$ cat src/rtl/boxcar_pkg.sv
// Shared types and constants for the boxcar moving-sum filter.
// Imported by boxcar_sum and boxcar_scale.
package boxcar_pkg;

  typedef enum logic {
    ST_FILL = 1'b0,
    ST_RUN  = 1'b1
  } state_t;

  localparam int C_NBITS_ADDR = 8;
  localparam int C_NBITS_DATA = 14;

  function automatic int sum_width(input int data_w, input int addr_w);
    return data_w + addr_w;
  endfunction

  localparam int C_NBITS_SUM = sum_width(C_NBITS_DATA, C_NBITS_ADDR);

  localparam logic [C_NBITS_DATA-1:0] C_MEAN_MAX = '1;

endpackage

$ cat src/rtl/boxcar_scale.sv
// Registered power-of-two scaling with saturation from sum to mean.
// Define BOXCAR_ROUND_EN for round-half-up instead of truncation.
module boxcar_scale
  import boxcar_pkg::*;
#(
  parameter int P_NBITS_DATA = C_NBITS_DATA,
  parameter int P_NBITS_SUM  = C_NBITS_SUM
) (
  input  logic                    clk,
  input  logic                    rst,
  input  logic [P_NBITS_SUM-1:0]  i_sum,
  input  logic [4:0]              i_shift,
  output logic [P_NBITS_DATA-1:0] o_mean
);

  localparam int LP_W = P_NBITS_SUM + 1;

  logic [LP_W-1:0]         w_ext;
  logic [LP_W-1:0]         w_shd;
  logic [P_NBITS_DATA-1:0] w_mean;
  logic [P_NBITS_DATA-1:0] r_mean;

`ifdef BOXCAR_ROUND_EN
  logic [LP_W-1:0] w_half;

  always_comb begin
    w_half = '0;
    if (i_shift != 5'd0)
      w_half = LP_W'(1) << (i_shift - 5'd1);
    w_ext = {1'b0, i_sum} + w_half;
  end
`else
  always_comb begin
    w_ext = {1'b0, i_sum};
  end
`endif

  always_comb begin
    w_shd  = w_ext >> i_shift;
    w_mean = w_shd[P_NBITS_DATA-1:0];
    if (int'(i_shift) >= P_NBITS_SUM)
      w_mean = '0;
    else if (|w_shd[LP_W-1:P_NBITS_DATA])
      w_mean = '1;
  end

  always_ff @(posedge clk) begin
    if (rst)
      r_mean <= '0;
    else
      r_mean <= w_mean;
  end

  assign o_mean = r_mean;

endmodule

$ cat src/rtl/boxcar_sum.sv
// Moving-sum (boxcar) filter fed by a RAM delay line.
// Optional BOXCAR_ROUND_EN selects rounding in the mean path.
module boxcar_sum
  import boxcar_pkg::*;
#(
  parameter int P_NBITS_ADDR = C_NBITS_ADDR,
  parameter int P_NBITS_DATA = C_NBITS_DATA,
  parameter int P_NBITS_SUM  = P_NBITS_DATA + P_NBITS_ADDR
) (
  input  logic                    clk,
  input  logic                    rst,
  input  logic                    i_wr,
  input  logic [P_NBITS_DATA-1:0] i_d,
  input  logic [P_NBITS_DATA-1:0] i_d_dly,
  input  logic                    i_dly_valid,
  input  logic [4:0]              i_avg_shift,
  output logic [P_NBITS_SUM-1:0]  o_sum,
  output logic [P_NBITS_DATA-1:0] o_mean,
  output logic                    o_sum_valid,
  output logic                    o_sum_err
);

  localparam int LP_PAD = P_NBITS_SUM - P_NBITS_DATA;

  state_t                  r_state, w_state_nxt;
  logic [P_NBITS_SUM-1:0]  r_sum, w_sum_nxt;
  logic [P_NBITS_ADDR-1:0] r_fill_cnt, w_fill_nxt;
  logic                    r_valid, w_valid_nxt;
  logic                    r_err, w_err_nxt;

  logic [P_NBITS_SUM-1:0]  w_add;
  logic [P_NBITS_SUM-1:0]  w_dly;
  logic [P_NBITS_SUM-1:0]  w_upd;
  logic                    w_under;

  assign w_add   = r_sum + {{LP_PAD{1'b0}}, i_d};
  assign w_dly   = {{LP_PAD{1'b0}}, i_d_dly};
  assign w_under = w_add < w_dly;
  // misaligned inputs clamp to zero rather than wrapping
  assign w_upd   = w_under ? '0 : w_add - w_dly;

  always_comb begin
    w_state_nxt = r_state;
    w_sum_nxt   = r_sum;
    w_fill_nxt  = r_fill_cnt;
    w_valid_nxt = r_valid;
    w_err_nxt   = r_err;
    unique case (r_state)
      ST_FILL: begin
        w_valid_nxt = 1'b0;
        if (i_wr) begin
          if (r_fill_cnt != '1)
            w_fill_nxt = r_fill_cnt + 1'b1;
          if (i_dly_valid) begin
            w_sum_nxt   = w_upd;
            w_err_nxt   = r_err | w_under;
            w_state_nxt = ST_RUN;
          end else begin
            w_sum_nxt = w_add;
          end
        end
      end
      ST_RUN: begin
        if (!i_dly_valid) begin
          w_sum_nxt   = '0;
          w_fill_nxt  = '0;
          w_valid_nxt = 1'b0;
          w_state_nxt = ST_FILL;
        end else if (i_wr) begin
          w_sum_nxt   = w_upd;
          w_err_nxt   = r_err | w_under;
          w_valid_nxt = 1'b1;
        end
      end
      default: w_state_nxt = ST_FILL;
    endcase
  end

  always_ff @(posedge clk) begin
    if (rst) begin
      r_state    <= ST_FILL;
      r_sum      <= '0;
      r_fill_cnt <= '0;
      r_valid    <= 1'b0;
      r_err      <= 1'b0;
    end else begin
      r_state    <= w_state_nxt;
      r_sum      <= w_sum_nxt;
      r_fill_cnt <= w_fill_nxt;
      r_valid    <= w_valid_nxt;
      r_err      <= w_err_nxt;
    end
  end

  boxcar_scale #(
    .P_NBITS_DATA(P_NBITS_DATA),
    .P_NBITS_SUM (P_NBITS_SUM)
  ) u_scale (
    .clk    (clk),
    .rst    (rst),
    .i_sum  (w_sum_nxt),
    .i_shift(i_avg_shift),
    .o_mean (o_mean)
  );

  assign o_sum       = r_sum;
  assign o_sum_valid = r_valid;
  assign o_sum_err   = r_err;

endmodule

$ cat config.mk
export PLATFORM = sky130hd
export DESIGN_NAME = boxcar_sum
export DESIGN_NICKNAME = d
export VERILOG_FILES = /design/src/rtl/boxcar_pkg.sv /design/src/rtl/boxcar_scale.sv /design/src/rtl/boxcar_sum.sv
export SDC_FILE = /design/constraint.sdc
export NUM_CORES = 1
export LEC_CHECK = 0
export BUFFER_PORTS_ARGS = -buffer_cell sky130_fd_sc_hd__buf_2
export CELL_PAD_IN_SITES_DETAIL_PLACEMENT = 2
export CELL_PAD_IN_SITES_GLOBAL_PLACEMENT = 2
export CORE_UTILIZATION = 31
export CTS_CLUSTER_SIZE = 8
export DETAILED_ROUTE_END_ITERATION = 6
export GPL_TIMING_DRIVEN = 0
export PLACE_DENSITY = 0.78
export SETUP_SLACK_MARGIN = 0.02
export SYNTH_ARGS = -nofsm -noshare
export SYNTH_HDL_FRONTEND = slang
export SYNTH_SLANG_ARGS = --single-unit
$ cat constraint.sdc
create_clock -name clk -period 5.14 [get_ports clk]
set_input_delay 0 -clock clk [delete_from_list [all_inputs] [get_ports clk]]
set_output_delay 0 -clock clk [all_outputs]
set_load 0.005 [all_outputs]
* After elaboration in Yosys (flattened, before gate mapping)
Cells that the tools add are included.
** Storage, ports and cells
- Output and inout bits :: 38
- Flip-flop bits (word level) :: 39
- Word-level logic and storage cells :: 38
- Input port bits :: 37
** Cells by class
- Equality and inequality tests :: 5
- Add/subtract/negate cells :: 2
- Bitwise operators :: 2
- Muxes and demuxes :: 18
- Reduce and logical (&&, ||, !) cells :: 3
- $lt $le $gt $ge :: 2
- Shift-type cells :: 1
** Operator list (count)
- $mux 22 :: 5
- $pmux 22 s2 :: 1
- $shr 22x5->23 :: 1
- $add 22x14->22 :: 1
- $lt 22x14->1 :: 1
- $sub 22x14->22 :: 1
- $mux 14 :: 1
- $reduce_or 9->1 :: 1
- $mux 1 :: 8
- $ne 2x2->1 const B :: 4
- $pmux 1 s2 :: 3
- $ge 5x5->1 const B :: 1
- $reduce_and 4->1 :: 1
- $ne 3x3->1 const B :: 1
- $reduce_or 2->1 :: 1
- $not 1->1 :: 1
- $or 1x1->1 :: 1

* Longest topological paths before layout
Gate-level depths: netlist of the first run.
- Word-level depth :: 9
- Depth in mapped cells :: 24
- Mapped depth without buffers :: 22

* Cells and area by module
Synthesis of the first run repeated with hierarchy kept, for this count alone.
** Second synthesis, totals
- Cells, all modules :: 563
- Area, all modules :: 4692.0 µm²
** By module, submodules not included
- boxcar_sum :: instances 1, cells an instance 420, seq. area each 500.5 µm², area each 3173.0 µm²
- boxcar_scale :: instances 1, cells an instance 143, seq. area each 280.3 µm², area each 1519.0 µm²

* Worst setup path after synthesis of the first run
Ideal clock, no wire load.
- Path kind :: flip-flop to flip-flop
- Start :: register r_sum[0] (netlist: o_sum[0])
- End :: register u_scale.r_mean[0] (netlist: u_scale.o_mean[0])
- Period minus slack after synthesis :: 5131 ps
- Path slack :: 9 ps
- Path buffers :: 2
- Data required time :: 5066 ps
- Setup time :: 74 ps
- Arrival :: 5057 ps
- Cell stages (with the launch flop) :: 24
- Cells stage by stage :: dfxtp_1 > ha_1 > inv_1 > fa_1 > nand2b_1 > a21oi_2 > o21ba_2 > nor2_1 > xnor2_1 > ha_1 > clkbuf_1 > and4_1 > a221oi_1 > o21ai_0 > a41oi_1 > and2_1 > nand3_1 > or3_1 > and4_1 > mux4_2 > mux2i_1 > o41ai_4 > buf_6 > a31oi_1
** Between the ends
- Word-level cells in the longest chain between the ends :: 9
- Elaborated cells on any way between the ends :: 12
- Classes of those cells :: 2 x add/sub; 1 x order compare; 1 x shift; 7 x mux; 1 x reduce/logical
** RTL lines
- start, declared :: RTL line boxcar_sum.sv:26 : logic [P_NBITS_SUM-1:0] r_sum, w_sum_nxt;
- start signal, assigned :: RTL line boxcar_sum.sv:88 : r_sum <= w_sum_nxt;
- $add 22x14->22 :: RTL line boxcar_sum.sv:36 : assign w_add = r_sum + {{LP_PAD{1'b0}}, i_d};
- $sub 22x14->22 / $lt 22x14->1 (equally long branches) :: RTL line boxcar_sum.sv:40, boxcar_sum.sv:38
- $mux 22 :: RTL line boxcar_sum.sv:40 : assign w_upd = w_under ? '0 : w_add - w_dly;
- $mux 22 (on tied branches) :: RTL line boxcar_sum.sv:69, boxcar_sum.sv:54
- $mux 22 (on tied branches) :: RTL line boxcar_sum.sv:64, boxcar_sum.sv:51
- $pmux 22 s2 * :: RTL line boxcar_sum.sv:48 : unique case (r_state)
- $shr 22x5->23 * :: RTL line boxcar_scale.sv:39 : w_shd = w_ext >> i_shift;
- $reduce_or 9->1 :: RTL line boxcar_scale.sv:43 : else if (|w_shd[LP_W-1:P_NBITS_DATA])
- $mux 14 * :: RTL line boxcar_scale.sv:43
- end signal, assigned :: RTL line boxcar_scale.sv:51 : r_mean <= w_mean;
- end, declared :: RTL line boxcar_scale.sv:21 : logic [P_NBITS_DATA-1:0] r_mean;
Mark *: on every way between the ends. The rest lies on a longest branch, timed or not.
A chain may end at the register's enable or synchronous reset.

* Worst setup path after layout of the first run
- Start :: register r_sum[2] (netlist: o_sum[2])
- End :: register u_scale.r_mean[3] (netlist: u_scale.o_mean[3])
The elaborated chain is that of the path after synthesis.

==> results.md, run 1 <==
- Tcrit/Tclk final: 104%
- Post-route minimum period: 5.33 ns
- Ys flop type: dfxtp_1
- Simple-gate portion of the synthesized area: 23.5%
- CTS Buf Count: 5
- CTS tree: done
- GP Congestion: 0.916
- Final WL: 28100 um
- R2R cell count: 22
- Global-route wire length before repair: 42800 um
- I/O Buffers: 70
- Failing checks: setup timing
- Worst hold margin: 0.170 ns
- DRT Pass-1 Iters: 5
- Status: finished with violations
- Post-synth EDFFs: 0
- Largest net degree at the start of global routing: 14
- Total GRT Usage: 31.3%
- Cell variety after synth: 89
- Fin. Hold Viols: 0
- CTS clk-pin slew, worst paths: 0.06 ns
- Adder-Cell Fraction of Synth Area: 7.63%
- Area after DPL: 0.00591 sq mm
- Wire per inst: 26.4 um
- Worst Path Max Fanout: 6
- Largest family of logic cells by synthesized area: compound AO/OA/AOI/OAI gates
- Worst Tran Pin Value: 0.707 ns
- Layout Nets: 913
- Setup Total Neg Slack: -2.19 ns
- Hold Crit Depth: 5
- Worst Path Required: 5.31 ns
- Initial detailed-routing violation count: 390
- Compound-Gate Fraction of Synth Area: 34.5%
- FFs w/ async S/R, synth: 0%
- Initial antenna violation count: 0
- Mapped cell area: 0.00528 sq mm
- Mux share of post-synthesis cell area: 8.43%
- Final worst slack: -0.189 ns
- Crit. End Element: flip-flop
- Final Util: 43.6%
- Yosys Warn Count: 0
- DR vias: 6778
- Crit start category: flip-flop
- Gr ovfl total: 0
- Skew final: 0.00416 ns
- Final setup vio count: 14
- Number of antenna-violating nets in the routed design: 0
- Clk_lat worst skew: 0.30 ns
- Fmax: 188 MHz
- Via/cell ratio: 6.36
- P_leak: 2.96 nW
- IO Pins: 75
- Avg Cell Area, Syn: 7.40 sq um
- Vias in the first global route: 7367
- Synth-to-Final Area Change: 36.9%
- Slew headroom: 52.9%
- Die H: 133 um
- Crit path DAT: 5.50 ns
- Unrepaired setup endpoints after global routing: true
- Core area: 0.0166 sq mm
- Post-DP HPWL: 18900 um
- Classification of the worst setup path: reg -> reg
- Synth Net Count: 782
- Share of layout cells above drive strength 1: 32.7%
- Die width: 133 um
- #FFs+latches synth: 39
- Hold Path Class: in -> reg
- Die area: 0.0176 sq mm
- N_diodes: 0
- Post-Synthesis Cells: 714
- CTS max path bufs: 2
- DR DRC count: 0
- Max IR drop VDD: 181 uV
- Root Buffer: clkbuf_16
- H-tree Lvls: 2
- Final Max Tran Viols: 0
- Dpl ws: -1.51 ns
- Sequential-to-total area share from yosys stat: 14.8%
- CTS Sinks: 39
- Initial Util: 31.8%
- Row cnt: 47
- Fin area: 0.00723 sq mm
- Power Density: 657 mW/mm^2
- XOR/XNOR share of the synthesized area: 4.48%
- Max-cap viol count: 0
==> report_power, final <==
group	total (mW)	internal, mW	switching, mW
logic	3.93	1.64	2.29
clock network	0.336	0.194	0.141
registers	0.487	0.383	0.105
==> metal layers <==
metal  wire [um]  track usage (%)  vias up
li1            -                -     2966
met5           0                0        -
met3        1270             3.83      104
met1       11300             36.3     3425
met2       14000             56.2      283
met4        1480             16.0        0
==> synth_stat cells (14+ instances only) <==
cell	instances	share of area, %
dfxtp_1	39	15
nor2_1	71	5.0
mux2i_1	22	4.2
inv_1	28	2.0
nand2_1	57	4.1
nand4_1	14	1.7
a21oi_1	55	5.2
xnor2_1	14	2.3
nor3_1	17	1.6
clkbuf_1	29	2.1
o21ai_0	41	3.9
nand3_1	19	1.8
a21o_1	22	3.1
ha_1	29	6.9
==> cell usage in the layout (no fill, tap or decap), types with 10 or more instances in the layout <==
master	Yosys	layout
xnor2_1	14	10
clkbuf_1	29	28
nand2_1	57	54
nand4_1	14	14
o21a_1	13	12
nand3_1	19	17
o22ai_1	11	10
buf_2	5	74
ha_1	29	11
xor2_1	13	11
mux2i_1	22	18
a21o_1	22	22
a21oi_1	55	50
o211ai_1	13	13
inv_1	28	27
dfxtp_1	39	31
buf_4	1	52
o21ai_0	41	31
ha_4	0	16
nor2_1	71	68
nor3_1	17	15
==> layout make-up <==
cell class	instances	area (sq um)
fill	1913	9350
multi-input combinational	598	4860
sequential	39	798
timing repair buffer	125	786
tap	220	275
buffer	45	234
clock buffer	6	139
inverter	31	116
clock inverter	2	16.3
==> final timing paths <==
| check | startpoint | end | slack [ns] |
|---|---|---|---|
| setup / recovery | o_sum[2]$_SDFF_PP0_ | u_scale.o_mean[3]$_SDFF_PP0_ | -0.19 |
| hold / removal | i_d_dly[0] | o_sum[0]$_SDFF_PP0_ | 0.17 |
| setup reg to reg | o_sum[2]$_SDFF_PP0_ | u_scale.o_mean[3]$_SDFF_PP0_ | -0.19 |
| hold reg to reg | o_sum_err$_SDFFE_PP0P_ | o_sum_err$_SDFFE_PP0P_ | 0.50 |
==> metrics by stage <==
stage / std cells / power [mW]
floorplan: 714 / 2.37
global placement: 1004 / 3.12
detailed placement: 1004 / 3.23
CTS: 1054 / 4.33
global route: 1066 / 4.96
finish: 1066 / 4.75
==> cells by family after synthesis <==
logic type	count (synthesis)
adder cells (fa/ha/maj)	31
AO/OA/AOI/OAI	260
XOR/XNOR	27
flip-flops	39
multiplexers	35
buffers and inverters	77
AND/OR/NAND/NOR	245
==> what timing repair did <==
item,in CTS,in global routing
resized for setup,123,24
setup buffers,42,12
hold buffers,1,0
pin swaps,40,23
hold endpoints to repair,1,0
endpoints found under the setup margin,26,14
==> state kept, by name, indices dropped and copies added, names as in the netlist <==
signal	flops
o_sum	22
u_scale.o_mean	14
o_sum_err	1
o_sum_valid	1
r_state	1
==> worst max-delay path, stage by stage (launching register included) <==
cell       delay [ns]
dfxtp_4          0.37
ha_4             0.27
o211ai_1         0.09
buf_4            0.15
o211ai_4         0.25
a21boi_2         0.10
o211ai_1         0.21
o21a_2           0.25
xor2_4           0.22
ha_4             0.24
and4_4           0.17
a221oi_4         0.30
o21ai_4          0.14
a41oi_4          0.26
buf_4            0.18
nand2_4          0.09
o31a_1           0.39
a32o_1           0.32
a2111oi_4        0.33
a31oi_2          0.17
o41ai_4          0.38
buf_4            0.21
a311oi_2         0.10
(Power assumes the default switching activity.)
==> inputs of run 2 (changes only) <==
--- a/config.mk
+++ b/config.mk
@@ -13,7 +13,6 @@
 export DETAILED_ROUTE_END_ITERATION = 6
 export GPL_TIMING_DRIVEN = 0
 export PLACE_DENSITY = 0.78
-export SETUP_SLACK_MARGIN = 0.02
 export SYNTH_ARGS = -nofsm -noshare
 export SYNTH_HDL_FRONTEND = slang
 export SYNTH_SLANG_ARGS = --single-unit
==> run 2 against run 1 <==
Effect of this change: the run still ends with setup timing left; critical path depth unchanged; sequential power about the same; clock skew increased by 0.0054 ns; non-clock buffer count decreased by 13; setup slack improved by 0.058 ns; sequential cell count unchanged; largest cell class unchanged; highest routed layer unchanged.
==> results.md, run 2 (synthesis gave the netlist of run 1 again) <==
- Status: finished with violations
- Failing checks: setup timing
- Max IR drop VDD: 217 uV
- Total GRT Usage: 31.4%
- DR DRC count: 0
- Reg-to-reg slack, setup: -0.13 ns
- I/O Buffers: 70
- Layout Nets: 900
- CP delay by family, top: compound AO/OA/AOI/OAI gates
- Wire per inst: 27.0 um
- Slew headroom: 50.5%
- Crit start category: flip-flop
- Area after DPL: 0.00591 sq mm
- Power consumption: 4.79 mW
- Fin. Hold Viols: 0
- Classification of the worst setup path: reg -> reg
- R2R cell count: 22
- Die H: 133 um
- Share of layout cells above drive strength 1: 32.0%
- Vias in the first global route: 7315
- Final Max Tran Viols: 0
- Power Density: 668 mW/mm^2
- Worst r2r src: o_sum[4]$_SDFF_PP0_
- Most common cell after layout, fill and taps aside: buf_2
- CTS Sinks: 39
- Clk_lat worst skew: 0.30 ns
- Max stage delay on crit path: 0.36 ns
- DR vias: 6683
- DRT Pass-1 Iters: 5
- CTS max path bufs: 2
- Fin cells: 1052
- Synth-to-Final Area Change: 35.9%
- Global-route wire length before repair: 42800 um
- Multi-input logic area: 0.00491 sq mm
- Core area: 0.0166 sq mm
- Skew final: 0.00951 ns
- Hold Crit Depth: 2
- Most frequent cells in the layout: buf_2, nor2_1, nand2_1, a21oi_1, buf_4
- Via/cell ratio: 6.35
- Die area: 0.0176 sq mm
- Routed wl met3: 1370 um
- Initial Util: 31.8%
- Dpl cells: 1004
- Final worst slack: -0.131 ns
- Fmax: 190 MHz
- WP buf/inv: 2
- GP Congestion: 0.942
- Fin area: 0.00718 sq mm
- Unrepaired setup endpoints after global routing: true
- Hold-fix buffers at CTS: 0
- Row cnt: 47
- Met1 wire length: 11400 um
- Gr ovfl total: 0
- N_diodes: 0
- H-tree Lvls: 2
- Worst hold margin: 0.0147 ns
- Worst Tran Pin Value: 0.743 ns
- Final setup vio count: 14
- Uppermost layer routed: met4
- Slowest cell on the critical path: dfxtp_4
- Critical R2R Capture: u_scale.o_mean[2]$_SDFF_PP0_
- CTS tree: done
- IO Pins: 75
- Final WL: 28400 um
- CTS clk-pin slew, worst paths: 0.06 ns
- Worst Path Required: 5.31 ns
- Initial antenna violation count: 0
- Die width: 133 um
- Number of flip-flops in the largest register: 22
- Filler cell count: 1903
- CP cell instances: ha_4 -> o211ai_1 -> o211ai_4 -> a21boi_2 -> o211ai_1 -> o21a_2 -> xor2_4 -> ha_4 -> and4_4 -> a221oi_4 -> o21ai_4 -> a41oi_4 -> buf_4 -> nand2_4 -> nor2_4 -> buf_4 -> o32a_1 -> mux2i_1 -> mux2_2 -> o22ai_1 -> a22o_1 -> a311oi_2
- Crit. End Element: flip-flop
- Initial detailed-routing violation count: 390
- Final Util: 43.3%
- Tcrit/Tclk final: 103%
- CTS Buf Count: 5
- Sequential Area: 796 sq um
- Post-DP HPWL: 19000 um
- Max-cap viol count: 0
- Largest net degree at the start of global routing: 13
- Crit path DAT: 5.44 ns
- Hold Path Class: in -> reg
- Detail Route met2 WL: 14400 um
- P_leak: 2.91 nW
- Post-route minimum period: 5.27 ns
- Number of antenna-violating nets in the routed design: 0
- Hold path startpoint: i_avg_shift[4]
- Worst Path Max Fanout: 6
- Root Buffer: clkbuf_16
- WHS Endpoint: u_scale.o_mean[4]$_SDFF_PP0_
==> run 2: final cells by class <==
cell class,count,share of cell area (%)
buffer,44,3.17
tap,220,3.83
clock inverter,2,0.523
clock buffer,5,1.74
multi-input combinational,598,68.4
timing repair buffer,113,9.66
inverter,31,1.62
sequential,39,11.1
==> run 2: repair_timing <==
| item | CTS | global route |
|---|---|---|
| resized for setup | 124 | 27 |
| pin swaps | 41 | 26 |
| setup endpoints to repair | 30 | 14 |
| buffers inserted | 39 | 5 |
==> run 2: power breakdown <==
part | total, mW | leakage [nW] | internal (mW) | switching [mW]
sequential | 0.490 | 0.324 | 0.383 | 0.108
clock | 0.362 | 0.0759 | 0.227 | 0.136
combinational | 3.94 | 2.51 | 1.60 | 2.34
total | 4.79 | 2.91 | 2.21 | 2.59
==> run 2: worst max path at each step <==
stage,startpoint,to,slack [ns],cells after the start
finish,o_sum[4]$_SDFF_PP0_,u_scale.o_mean[2]$_SDFF_PP0_,-0.13,22
CTS,o_sum[0]$_SDFF_PP0_,u_scale.o_mean[3]$_SDFF_PP0_,0.0001,23
floorplan,o_sum[0]$_SDFF_PP0_,u_scale.o_mean[0]$_SDFF_PP0_,0.009,23
global placement,o_sum[0]$_SDFF_PP0_,u_scale.o_mean[0]$_SDFF_PP0_,-1.41,23
detailed placement,o_sum[0]$_SDFF_PP0_,u_scale.o_mean[6]$_SDFF_PP0_,-1.64,23
global route,o_sum[4]$_SDFF_PP0_,u_scale.o_mean[3]$_SDFF_PP0_,-0.26,22
==> run 2: stage by stage <==
step | TNS, ns | setup slack (ns)
2_1_floorplan | 0 | 0.00877
3_3_place_gp | -19.94 | -1.41
3_5_place_dp | -25.06 | -1.64
4_1_cts | 0 | 0.000106
5_1_grt | -3.02 | -0.258
6_report | -1.14 | -0.131
==> run 2: worst reg2reg max path: stages (launching register included) <==
cell and delay (ns):
dfxtp_4 0.36, ha_4 0.27, o211ai_1 0.16, o211ai_4 0.30, a21boi_2 0.10, o211ai_1 0.25, o21a_2 0.26, xor2_4 0.23
ha_4 0.24, and4_4 0.16, a221oi_4 0.28, o21ai_4 0.12, a41oi_4 0.23, buf_4 0.17, nand2_4 0.11, nor2_4 0.24
buf_4 0.21, o32a_1 0.34, mux2i_1 0.14, mux2_2 0.28, o22ai_1 0.36, a22o_1 0.25, a311oi_2 0.10
==> run 2: metal layers <==
layer,vias to the layer above,global-route usage (%)
met5,-,0
met4,0,12.5
met3,91,3.33
met2,277,57.9
met1,3376,37.0
li1,2939,-
